==> config.mk <==
export PLATFORM = sky130hd
export DESIGN_NAME = dmem_access_ctrl
export DESIGN_NICKNAME = d
export VERILOG_FILES = /design/src/rtl/dmem_access_ctrl.sv
export SDC_FILE = /design/constraint.sdc
export NUM_CORES = 1
export LEC_CHECK = 0
export BUFFER_PORTS_ARGS = -buffer_cell sky130_fd_sc_hd__buf_2
export CAP_MARGIN = 25
export CORE_ASPECT_RATIO = 1.2
export CORE_MARGIN = 2
export CORE_UTILIZATION = 27
export CTS_CLUSTER_SIZE = 24
export DETAILED_ROUTE_END_ITERATION = 8
export PLACE_DENSITY_LB_ADDON = 0.1
export SETUP_SLACK_MARGIN = 0.5
export SLEW_MARGIN = 20
export SYNTH_ARGS = -nofsm -noshare
export SYNTH_HDL_FRONTEND = slang
export SYNTH_SLANG_ARGS = --single-unit
==> constraint.sdc <==
create_clock -name ms_riscv32_mp_clk_in -period 3.75 [get_ports ms_riscv32_mp_clk_in]
set_input_delay 0.9375 -clock ms_riscv32_mp_clk_in [delete_from_list [all_inputs] [get_ports ms_riscv32_mp_clk_in]]
set_output_delay 0.9375 -clock ms_riscv32_mp_clk_in [all_outputs]
set_load 0.1 [all_outputs]
==> src/rtl/dmem_access_ctrl.sv <==
// ---------------------------------------------------------------------------
// dmem_access_ctrl
// Data-memory access controller between the execute stage and a simple
// ready-handshake memory port. Accepts one load/store at a time, rejects
// misaligned halfword/word accesses, drives a word-aligned request with
// byte-lane mask and lane-replicated store data, holds the pipeline while
// the access is in flight and aborts a request that sees no ready within
// TIMEOUT_CYCLES cycles.
//
// Ports
//   ms_riscv32_mp_clk_in / ms_riscv32_mp_rst_in : clock, async active-high reset
//   mem_op_valid_in, mem_wr_in, mem_size_in,
//   load_unsigned_in, iadder_in, rs2_in          : operation from execute stage
//   ahb_ready_in, dmdata_in                      : memory accept / read data
//   dm_addr_out, dm_wdata_out, dm_wr_mask_out,
//   dm_req_out, dm_wr_req_out                    : memory request
//   stall_out                                    : pipeline hold
//   dmdata_out, load_size_out, load_unsigned_out,
//   iadder_out_1_to_0_out                        : registered data to load unit
//   load_valid_out, store_done_out,
//   misaligned_out, timeout_err_out              : single-cycle status pulses
// ---------------------------------------------------------------------------
module dmem_access_ctrl #(
    parameter int unsigned TIMEOUT_CYCLES = 16
) (
    input  logic        ms_riscv32_mp_clk_in,
    input  logic        ms_riscv32_mp_rst_in,
    input  logic        mem_op_valid_in,
    input  logic        mem_wr_in,
    input  logic [1:0]  mem_size_in,
    input  logic        load_unsigned_in,
    input  logic [31:0] iadder_in,
    input  logic [31:0] rs2_in,
    input  logic        ahb_ready_in,
    input  logic [31:0] dmdata_in,
    output logic [31:0] dm_addr_out,
    output logic [31:0] dm_wdata_out,
    output logic [3:0]  dm_wr_mask_out,
    output logic        dm_req_out,
    output logic        dm_wr_req_out,
    output logic        stall_out,
    output logic [31:0] dmdata_out,
    output logic [1:0]  load_size_out,
    output logic        load_unsigned_out,
    output logic [1:0]  iadder_out_1_to_0_out,
    output logic        load_valid_out,
    output logic        store_done_out,
    output logic        misaligned_out,
    output logic        timeout_err_out
);

    typedef enum logic [1:0] {
        IDLE = 2'b00,
        REQ  = 2'b01,
        RESP = 2'b10
    } state_t;

    // Wait count at which a request without ready is abandoned.
    localparam logic [7:0] LAST_CNT = 8'(TIMEOUT_CYCLES - 32'd1);

    state_t      state_r;
    state_t      state_s;
    logic [7:0]  wait_cnt_r;
    logic        mem_wr_r;
    logic        misaligned_s;
    logic        accept_s;

    // Byte-lane write enables; loads never enable a lane.
    function automatic logic [3:0] lane_mask(input logic wr, input logic [1:0] size,
                                             input logic [1:0] lane);
        logic [3:0] mask;
        if (!wr) begin
            mask = 4'b0000;
        end else begin
            case (size)
                2'b00:   mask = 4'b0001 << lane;
                2'b01:   mask = lane[1] ? 4'b1100 : 4'b0011;
                default: mask = 4'b1111;
            endcase
        end
        return mask;
    endfunction

    // Replicate the store operand across every lane it could land in.
    function automatic logic [31:0] lane_data(input logic [1:0] size, input logic [31:0] data);
        logic [31:0] rep;
        case (size)
            2'b00:   rep = {4{data[7:0]}};
            2'b01:   rep = {2{data[15:0]}};
            default: rep = data;
        endcase
        return rep;
    endfunction

    // Alignment check and acceptance decode for a new operation.
    always_comb begin
        misaligned_s = 1'b0;
        if (mem_size_in == 2'b01) begin
            misaligned_s = iadder_in[0];
        end else if (mem_size_in[1]) begin
            misaligned_s = (iadder_in[1:0] != 2'b00);
        end else begin
            misaligned_s = 1'b0;
        end
        accept_s = (state_r == IDLE) && mem_op_valid_in && !misaligned_s;
    end

    // State register.
    always_ff @(posedge ms_riscv32_mp_clk_in or posedge ms_riscv32_mp_rst_in) begin
        if (ms_riscv32_mp_rst_in) begin
            state_r <= IDLE;
        end else begin
            state_r <= state_s;
        end
    end

    // Next-state logic; ready is tested before the timeout so it wins on the last count.
    always_comb begin
        state_s = state_r;
        case (state_r)
            IDLE: begin
                if (accept_s) begin
                    state_s = REQ;
                end else begin
                    state_s = IDLE;
                end
            end
            REQ: begin
                if (ahb_ready_in) begin
                    state_s = mem_wr_r ? IDLE : RESP;
                end else if (wait_cnt_r == LAST_CNT) begin
                    state_s = IDLE;
                end else begin
                    state_s = REQ;
                end
            end
            RESP:    state_s = IDLE;
            default: state_s = IDLE;
        endcase
    end

    // State-decoded outputs; they clear as soon as reset forces IDLE.
    always_comb begin
        dm_req_out     = 1'b0;
        dm_wr_req_out  = 1'b0;
        load_valid_out = 1'b0;
        stall_out      = 1'b0;
        case (state_r)
            IDLE: begin
                stall_out = 1'b0;
            end
            REQ: begin
                dm_req_out    = 1'b1;
                dm_wr_req_out = mem_wr_r;
                stall_out     = 1'b1;
            end
            RESP: begin
                load_valid_out = 1'b1;
                stall_out      = 1'b1;
            end
            default: begin
                stall_out = 1'b0;
            end
        endcase
    end

    // Request, sideband, read-data and wait-counter registers.
    always_ff @(posedge ms_riscv32_mp_clk_in or posedge ms_riscv32_mp_rst_in) begin
        if (ms_riscv32_mp_rst_in) begin
            dm_addr_out           <= 32'd0;
            dm_wdata_out          <= 32'd0;
            dm_wr_mask_out        <= 4'd0;
            mem_wr_r              <= 1'b0;
            load_size_out         <= 2'd0;
            load_unsigned_out     <= 1'b0;
            iadder_out_1_to_0_out <= 2'd0;
            dmdata_out            <= 32'd0;
            wait_cnt_r            <= 8'd0;
        end else begin
            if (accept_s) begin
                dm_addr_out           <= {iadder_in[31:2], 2'b00};
                dm_wr_mask_out        <= lane_mask(mem_wr_in, mem_size_in, iadder_in[1:0]);
                mem_wr_r              <= mem_wr_in;
                load_size_out         <= mem_size_in;
                load_unsigned_out     <= load_unsigned_in;
                iadder_out_1_to_0_out <= iadder_in[1:0];
                wait_cnt_r            <= 8'd0;
                // A load leaves the previous store data on the bus.
                if (mem_wr_in) begin
                    dm_wdata_out <= lane_data(mem_size_in, rs2_in);
                end
            end else if (state_r == REQ) begin
                if (ahb_ready_in && !mem_wr_r) begin
                    dmdata_out <= dmdata_in;
                end
                if (!ahb_ready_in) begin
                    wait_cnt_r <= wait_cnt_r + 8'd1;
                end
            end
        end
    end

    // Single-cycle status pulses.
    always_ff @(posedge ms_riscv32_mp_clk_in or posedge ms_riscv32_mp_rst_in) begin
        if (ms_riscv32_mp_rst_in) begin
            misaligned_out  <= 1'b0;
            store_done_out  <= 1'b0;
            timeout_err_out <= 1'b0;
        end else begin
            misaligned_out  <= (state_r == IDLE) && mem_op_valid_in && misaligned_s;
            store_done_out  <= (state_r == REQ) && ahb_ready_in && mem_wr_r;
            timeout_err_out <= (state_r == REQ) && !ahb_ready_in && (wait_cnt_r == LAST_CNT);
        end
    end

endmodule

# Word level (Yosys, flattened, before mapping)
# Index checks and enable logic that the tools add are counted.
[totals]
word_cells = 58
regBits = 117
out_inout_bits = 112
input_bits = 104
[op_classes]
n_reduce_logical = 19
bitwise = 1
addsub = 1
n_shift = 1
n_eq_ne = 5
muxes = 18
[ops]
columns = ["operator", "count"]
rows = [
  ["32-bit case mux with 2 select lines", 1],
  ["8-bit two-way mux", 3],
  ["8-bit by 1-bit adder with 8-bit output, second input constant", 1],
  ["8-bit by 4-bit equality test with 1-bit output, second input constant", 1],
  ["1-bit logical AND", 8],
  ["1-bit two-way mux", 8],
  ["4-bit two-way mux", 2],
  ["4-bit case mux with 2 select lines", 1],
  ["2-bit by 1-bit equality test with 1-bit output, second input constant", 2],
  ["2-bit zero test", 2],
  ["2-bit two-way mux", 2],
  ["2-bit case mux with 2 select lines", 1],
  ["2-bit AND reduction", 2],
  ["2-bit nonzero test", 2],
  ["1-bit by 2-bit << shifter with 4-bit output, first input constant", 1],
  ["1-bit zero test", 3],
  ["3-bit AND reduction", 1],
  ["2-bit equality test, second input constant", 1],
  ["2-bit by 1-bit inequality test with 1-bit output, second input constant", 1],
  ["2-bit OR reduction", 1],
  ["1-bit inverter", 1],
]

# Longest topological paths before layout
# Gate-level depths: netlist of run 1.
[depth]
word_depth = 7
depth_mapped = 7
ltp_nobuf = 5

# Least setup slack after synthesis of run 1
# OpenSTA, ideal clock, no wires.
[synth_path]
path_kind = "flip-flop to output port"
start = "reg state_r[1]"
end = "out dm_wr_req_out"
n_path_buf = 0
arrival_time_ns = 2.179
path_stages_with_launch = 4
t_required_ns = 2.812
path_slack_ns = 0.633
path_cell_list = "dfrtp_1 inv_1 ha_1 and2_1"
[synth_between]
elab_chain_cells = 2
[synth_lines]
columns = ["element", "line", "rtl"]
rows = [
  ["start: declaration", "61", "state_t state_r;"],
  ["start signal: assignment", "113", "state_r <= state_s;"],
  ["2-bit by 1-bit equality test with 1-bit output", "148", "case (state_r)"],
  ["1-bit two-way mux", "148", ""],
  ["end: declaration", "40", "output logic dm_wr_req_out,"],
]
# No other way between the ends.

# Worst setup path after layout of run 1
# Ends and elaborated chain as after synthesis.

==> metrics, run 1 <==
Fmax achieved=0.368 GHz; drt via density=4.29; max-slew violation count=0; HPWL after DPL=9460 µm; post-synth top area share=57.8%; initial antenna violation count=3; Cell Area, Synth=5060 µm²; setup repair bufs after CTS=0; Core Region=18300 µm²; io pins=216; commonest non-fill, non-tap cell in the layout=buf_2; TNS Setup=0 ps; Hold Crit Class=register to register; H-tree depth=4; Die Ht=154 µm; top cells by area, synth=dfrtp_1 58%, mux2_2 20%, mux2_4 8.6%; Crit Path Class=register to primary output; yosys warns=0; GRT Resource Usage Total=13.5%; slew of the pin with the lowest slew margin=853 ps; Tcrit/Tclk final=72.4%; initial core utilization=27.6%; global-route wire length before repair=20700 µm; P&R area growth vs syn=38.1%; DRC errors left=0; max cap viols=0; Tmin final=2710 ps; outcome=finished clean; Iter 0 DRT Violations=121; unrepaired setup endpoints after global routing=no; First-pass DRT Iterations=4; synth unique cells=33; Clock Path Buffers=2; post-synthesis sequential area ratio=57.8%; crit path DAT=1780 ps; hold buffers post-CTS=0; clk root buf=clkbuf_16; IO buf count=213; fin cells=836; final net count=680; Req. time, crit path=2810 ps; CTS tree=built; number of global-route vias before repair=3796; most frequent cells in the layout=213 x buf_2, 117 x dfrtp_1, 88 x mux2_2; Setup-failing EPs final=0; Antenna Nets Post-Route=0; final WL=13100 µm; cell taking the most area after synthesis=dfrtp_1; Setup crit end kind=primary output; via count=3587; largest net degree at the start of global routing=78; max_slew headroom=43.1%; Die W=129 µm; layout cells sized above 1=64.0%; synthesized instance count=350; Seq cells post-synth=117; reg-to-reg slack, setup=1370 ps; Final Hold Vio Count=0; clock slew at reported path FFs=60 ps; # rows=54; Antenna Cells=0; Num CTS Buffers=17; Worst Path Max Fanout=6; worst-skew pair later-pin latency=410 ps; GP Congestion=0.774; synthesized area per cell=14.5 µm²; Startpoint Class=register; placed insts=804; cts repair resizes=0; Avg WL per Cell=15.7 µm; Worst Skew=10.4 ps; GRT overflow=0; DIE AREA=19900 µm²; CTS Sinks=117
## flip-flops by register name (all words and copies together), names as in the netlist
name                   cells
misaligned_out             1
mem_wr_r                   1
timeout_err_out            1
store_done_out             1
dm_wdata_out              32
wait_cnt_r                 8
state_r                    2
dmdata_out                32
load_size_out              2
load_unsigned_out          1
iadder_out_1_to_0_out      2
dm_addr_out               30
dm_wr_mask_out             4
## synthesized netlist by cell type, drive strengths merged
cell type	n
mux2	117
a21o	1
nand2b	2
nand2	12
nand4b	1
or2	1
nor4	1
xnor2	1
mux2i	9
o21bai	1
inv	7
nor2	8
ha	5
clkbuf	6
dfrtp	117
o31ai	4
or3	4
or4	4
and2	2
nor3	3
o21a	1
nand3b	1
a21oi	8
nand3	4
conb	1
o21ai	14
xor2	1
buf	14
## metrics by stage
stage / util, % / hold slack (ps) / instance area (µm²) / setup WS [ps]
2_1_floorplan: - / 415 / 5070 / 633
3_3_place_gp: 35.0 / 460 / 6410 / 950
3_5_place_dp: 35.0 / 461 / 6410 / 905
4_1_cts: 38.2 / 477 / 6990 / 1010
5_1_grt: 38.2 / 506 / 6990 / 940
6_report: 38.2 / 469 / 6990 / 1040
## area by class of cell
cell class | instances | area (µm²)
multi-input cells | 207 | 2000
clock inverters | 13 | 133
clock buffers | 19 | 443
repair buffers | 221 | 1140
flip-flops and latches | 117 | 2930
well taps | 252 | 315
fillers | 1817 | 11300
inverters | 7 | 30.0
## final timing paths
| path | startpoint | endpoint | cells after the start |
|---|---|---|---|
| min in group asynchronous | ms_riscv32_mp_rst_in | dm_addr_out[11] | 2 |
| setup reg to reg | state_r[1] | dm_wdata_out[13] | 6 |
| max in group asynchronous | ms_riscv32_mp_rst_in | dm_addr_out[16] | 3 |
| hold / removal | dm_wr_mask_out[0] | dm_wr_mask_out[0] | 1 |
| setup / recovery | state_r[1] | dm_wr_req_out | 4 |
| hold reg to reg | dm_wr_mask_out[0] | dm_wr_mask_out[0] | 1 |
## cells by family after synthesis
kind of cell,count (synthesis),share of synthesized area [%]
AND/OR/NAND/NOR,43,4.43
flip-flops,117,57.8
XOR/XNOR,2,0.346
other,1,0.0741
AO/OA/AOI/OAI,29,3.21
adder cells (fa/ha/maj),5,1.24
buffers and inverters,27,2.89
multiplexers,126,30.0
## critical path, cell delays in order, from the launching register on
cell and delay (ps):
dfrtp_1 380, inv_1 110, ha_1 290, and2_1 160, buf_2 430
## per-layer routing
layer	share of wire [%]	track usage [%]
met5	0.084	0
met3	8.4	5.71
met4	1.3	4.35
met1	41	15.8
met2	50	22.4
Power of run 1 is left out: the tool's default activity adds up to more than one toggle a clock period on the data nets, which glitch-free logic cannot reach.
==> run 2: changes to the inputs <==
==> constraint.sdc (replaced) <==
create_clock -name ms_riscv32_mp_clk_in -period 2.4 [get_ports ms_riscv32_mp_clk_in]
set_input_delay 0.6 -clock ms_riscv32_mp_clk_in [delete_from_list [all_inputs] [get_ports ms_riscv32_mp_clk_in]]
set_output_delay 0.6 -clock ms_riscv32_mp_clk_in [all_outputs]
set_load 0.1 [all_outputs]
==> run 2 against run 1 <==
Effect of this change: critical path depth down 1; first-iteration DRC count up 32%; clock skew down 2.6 ps; global-route usage up 0.43 points; flip-flop and latch count unchanged; worst setup slack worse by 620 ps; largest cell class unchanged.
==> metrics, run 2 (synthesis gave the netlist of run 1 again) <==
initial core utilization=27.6% (unchanged); TNS Setup=0 ps (unchanged); Worst Skew=7.80 ps (-2.65 ps); CTS Sinks=117 (unchanged); H-tree depth=4 (unchanged); Req. time, crit path=1800 ps (-1010 ps); WP buf/inv=2 (unchanged); largest net degree at the start of global routing=118 (+51%); max-slew violation count=0 (unchanged); max cap viols=0 (unchanged); Reg2Reg Depth=6 (unchanged); unrepaired setup endpoints after global routing=yes; Antenna Cells=0 (unchanged); Hold Crit Class=primary input to asynchronous set/reset pin; drt via density=4.27 (-0.58%); Setup crit end kind=primary output; global-route wire length before repair=21000 µm (+1.6%); slew of the pin with the lowest slew margin=676 ps (-176 ps); GRT Resource Usage Total=14.0% (+0.43 points); Fmax achieved=0.505 GHz; Die Ht=154 µm (unchanged); most frequent cells in the layout=209 x buf_2, 117 x dfrtp_1, 62 x mux2_2; CP Cell Sequence=inv_2 > ha_4 > buf_12; Critical-path top delay cell=dfrtp_1; DIE AREA=19900 µm² (unchanged); worst-skew pair later-pin latency=420 ps (about the same); Iter 0 DRT Violations=160 (+32%); Num CTS Buffers=17 (unchanged); P&R area growth vs syn=50.0%; Setup-failing EPs final=0 (unchanged); Final Hold Vio Count=0 (unchanged); commonest non-fill, non-tap cell in the layout=buf_2; Tmin final=1980 ps; Filler Cell Count=1762 (-3.0%); multi-input combinational cell area=2150 µm² (+7.4%); outcome=finished clean; layout cells sized above 1=66.5% (+2.5 points); clk root buf=clkbuf_16; final net count=702 (+3.2%); max_slew headroom=54.9% (+12 points); GP Congestion=0.714 (-7.7%); register area=2930 µm² (unchanged); via count=3660 (+2.0%); Core Region=18300 µm² (unchanged); clock slew at reported path FFs=60 ps (about the same); CTS tree=built; Avg WL per Cell=16.4 µm (+4.6%); reg-to-reg slack, setup=430 ps (-940 ps); number of global-route vias before repair=3844 (+1.3%); Largest regs=dm_wdata_out: 32 flops, dmdata_out: 32 flops, dm_addr_out: 30 flops; initial antenna violation count=1 (-2); Worst Path Max Fanout=3 (-3); Antenna Nets Post-Route=0 (unchanged); io pins=216 (unchanged); Die W=129 µm (unchanged); crit path DAT=1380 ps (-400 ps); r2r startpoint=state_r[0]; DRC errors left=0 (unchanged); First-pass DRT Iterations=4 (unchanged); # rows=54 (unchanged); GRT overflow=0 (unchanged); IO buf count=213 (unchanged); hold buffers post-CTS=0 (unchanged); final WL=14000 µm (+7.4%); largest delay contributor family on the critical path=flip-flops; HPWL after DPL=9130 µm (-3.5%); Tcrit/Tclk final=82.5%; Clock Path Buffers=2 (unchanged); Startpoint Class=register; CP max stage delay=430 ps (about the same); FF-to-FF End=dm_wdata_out[6]; Crit Path Class=register to primary output
run 2: what timing repair did:
item / 4_1_cts / 5_1_grt
buffers inserted: 7 / 3
gates cloned: 5 / 3
pin swaps: 3 / 2
endpoints found under the setup margin: 71 / 67
resized for setup: 30 / 29
run 2: worst max-delay path by stage:
stage               slack [ps]  cells after the start            startpoint                to
floorplan                  370                      1  ms_riscv32_mp_rst_in   dm_addr_out[10]
global placement           180                      5        mem_size_in[1]  dm_wdata_out[14]
detailed placement         170                      5        mem_size_in[1]  dm_wdata_out[13]
CTS                        400                      4            state_r[1]     dm_wr_req_out
global route               380                      4            state_r[1]     dm_wr_req_out
finish                     420                      3            state_r[0]         stall_out
run 2: final cells by class:
class / instances / share of cell area [%]
repair buffers: 243 / 20.5
clock inverters: 12 / 2.03
inverters: 7 / 0.396
well taps: 252 / 4.15
flip-flops and latches: 117 / 38.6
multi-input cells: 207 / 28.3
clock buffers: 20 / 6.02
run 2: per-stage QoR:
stage          area, µm²  hold WS, ps  instances  setup slack, ps  util, %
2_1_floorplan       5090          423        351              373        -
3_3_place_gp        6480          449        808              184     35.4
3_5_place_dp        6480          450        808              167     35.4
4_1_cts             7380          390        852              400     40.3
5_1_grt             7590          396        858              377     41.5
6_report            7590          323        858              420     41.5
run 2: tightest hold or removal path: stages:
cell and delay, ps:
buf_2 110, clkinvlp_4 70, buf_12 430
run 2: routing by layer:
metal	wire, µm	vias to the layer above	GRT usage [%]
met1	5820	1770	16.7
met5	16	-	0
met3	972	24	4.94
met4	277	2	6.00
met2	6960	139	22.6
li1	-	1725	-
Power of run 2 is left out for the same reason.
==> run 3: changes to the inputs <==
==> constraint.sdc (replaced) <==
create_clock -name ms_riscv32_mp_clk_in -period 2.1 [get_ports ms_riscv32_mp_clk_in]
set_input_delay 0.525 -clock ms_riscv32_mp_clk_in [delete_from_list [all_inputs] [get_ports ms_riscv32_mp_clk_in]]
set_output_delay 0.525 -clock ms_riscv32_mp_clk_in [all_outputs]
set_load 0.1 [all_outputs]
==> run 3 against run 2 <==
Effect of this change: flip-flop and latch count unchanged; count of clock-buffer cells in the layout unchanged; utilization grew 5.0 points; non-clock buffer count up 16; worst setup slack got worse by 280 ps; sequential share of layout area is 4.1 points lower; hold slack got worse by 110 ps; cell area rose by 12%; routed wire length grew 5.7%.
==> metrics, run 3 (synthesis gave the netlist of run 1 again) <==
slew of the pin with the lowest slew margin=609 ps (-67.6 ps); Antenna Nets Post-Route=0 (unchanged); CP max stage delay=580 ps (+150 ps); r2r startpoint=state_r[1]; worst-skew pair later-pin latency=410 ps (about the same); P&R area growth vs syn=68.0%; Tcrit/Tclk final=93.3%; outcome=finished clean; Worst Skew=8.08 ps (+0.284 ps); DIE AREA=19900 µm² (unchanged); Worst Path Max Fanout=17 (+14); Filler Cell Count=1686 (-4.3%); Critical-path top delay cell=or4_4; initial antenna violation count=1 (unchanged); multi-input combinational cell area=2220 µm² (+3.0%); H-tree depth=4 (unchanged); max cap viols=0 (unchanged); layout cells sized above 1=68.8% (+2.3 points); global-route wire length before repair=22100 µm (+4.9%); Tmin final=1960 ps; CTS Sinks=117 (unchanged); Die W=129 µm (unchanged); Req. time, crit path=2390 ps (+590 ps); Hold Crit Class=primary input to asynchronous set/reset pin; Fmax achieved=0.510 GHz; Crit Path Class=register to register; final net count=718 (+2.3%); GRT overflow=0 (unchanged); CTS tree=built; largest delay contributor family on the critical path=simple AND/OR/NAND/NOR gates; fin cells=875 (+2.0%); most frequent cells in the layout=117 x dfrtp_1, 103 x buf_2, 98 x buf_6; Avg WL per Cell=17.0 µm (+3.6%); FF-to-FF End=dm_wdata_out[10]; placed insts=815 (+0.87%); GRT Resource Usage Total=14.7% (+0.73 points); clk root buf=clkbuf_16; initial core utilization=27.6% (unchanged); reg-to-reg slack, setup=140 ps (-290 ps); commonest non-fill, non-tap cell in the layout=dfrtp_1; CP Cell Sequence=inv_2 > buf_6 > ha_4 > nand2_4 > or4_4 > buf_12 > mux2_4; IO buf count=213 (unchanged); Util after Layout=46.4% (+5.0 points); Startpoint Class=register; # rows=54 (unchanged); HPWL after DPL=9530 µm (+4.4%); WP buf/inv=3 (+1); register area=2930 µm² (unchanged); GP Congestion=0.741 (+3.8%); Die Ht=154 µm (unchanged); Reg2Reg Depth=7 (+1); number of global-route vias before repair=3972 (+3.3%); Core Region=18300 µm² (unchanged); First-pass DRT Iterations=4 (unchanged); max-slew violation count=0 (unchanged); largest net degree at the start of global routing=71 (-40%); Largest regs=dm_wdata_out: 32 flops, dmdata_out: 32 flops, dm_addr_out: 30 flops; Setup crit end kind=register; TNS Setup=0 ps (unchanged); clock slew at reported path FFs=60 ps (about the same); drt via density=4.30 (+0.79%); io pins=216 (unchanged); unrepaired setup endpoints after global routing=yes; Num CTS Buffers=17 (unchanged); DRC errors left=0 (unchanged); Iter 0 DRT Violations=87 (-46%); final WL=14800 µm (+5.7%); max_slew headroom=59.4% (+4.5 points); hold buffers post-CTS=0 (unchanged); via count=3762 (+2.8%); Setup-failing EPs final=0 (unchanged); Final Hold Vio Count=0 (unchanged); crit path DAT=2250 ps (+870 ps); Clock Path Buffers=2 (unchanged)
[run 3: changes by cell type in the layout (fill, tap and decap cells not counted), sizes merged]
cell      previous run  this run
diode                0         1
clkbuf              23        21
buf                240       258
bufinv               3         1
clkinvlp             4         7
clkinv               6         5
[run 3: worst max-delay path by stage]
stage                                     from                to  depth (start not counted)
after detailed placement        mem_size_in[1]  dm_wdata_out[20]                          5
after CTS                           state_r[1]     dm_wr_req_out                          5
after global placement          mem_size_in[1]  dm_wdata_out[19]                          5
after global routing                state_r[1]  dm_wdata_out[10]                          7
after floorplan           ms_riscv32_mp_rst_in   dm_addr_out[10]                          1
final                               state_r[1]  dm_wdata_out[10]                          7
[run 3: final cells by class]
cell class | instances | area share (%)
repair buffers | 259 | 28.9
well taps | 252 | 3.71
diodes | 1 | 0.0294
inverters | 7 | 0.353
clock buffers | 20 | 5.25
flip-flops and latches | 117 | 34.4
clock inverters | 12 | 1.27
multi-input cells | 207 | 26.1
[run 3: stage by stage]
stage                     hold WS, ps  worst slack [ps]  area (µm²)
after floorplan                   423               148        5110
after global placement            458             -30.0        6560
after detailed placement          455             -44.2        6560
after CTS                         231               116        8060
after global routing              244              99.4        8500
final                             218               141        8500
[run 3: timing repair]
item                                    4_1_cts  5_1_grt
buffers inserted                             13        6
cloned                                        7        1
endpoints found under the setup margin      206      161
pin swaps                                     8        4
resized for setup                           206       96
[run 3: tightest hold or removal path: stages]
cell	delay, ps
buf_2	110
clkinvlp_4	80
buf_12	310
[run 3: per-layer routing]
layer  track usage, %  vias up  part of all wire [%]
li1                 -     1759                     -
met1             17.7     1848                    42
met2             24.1      141                    50
met3             5.39       14                   7.0
met4             5.23        0                   1.3
met5                0        -                     0
Power of run 3 is left out for the same reason.
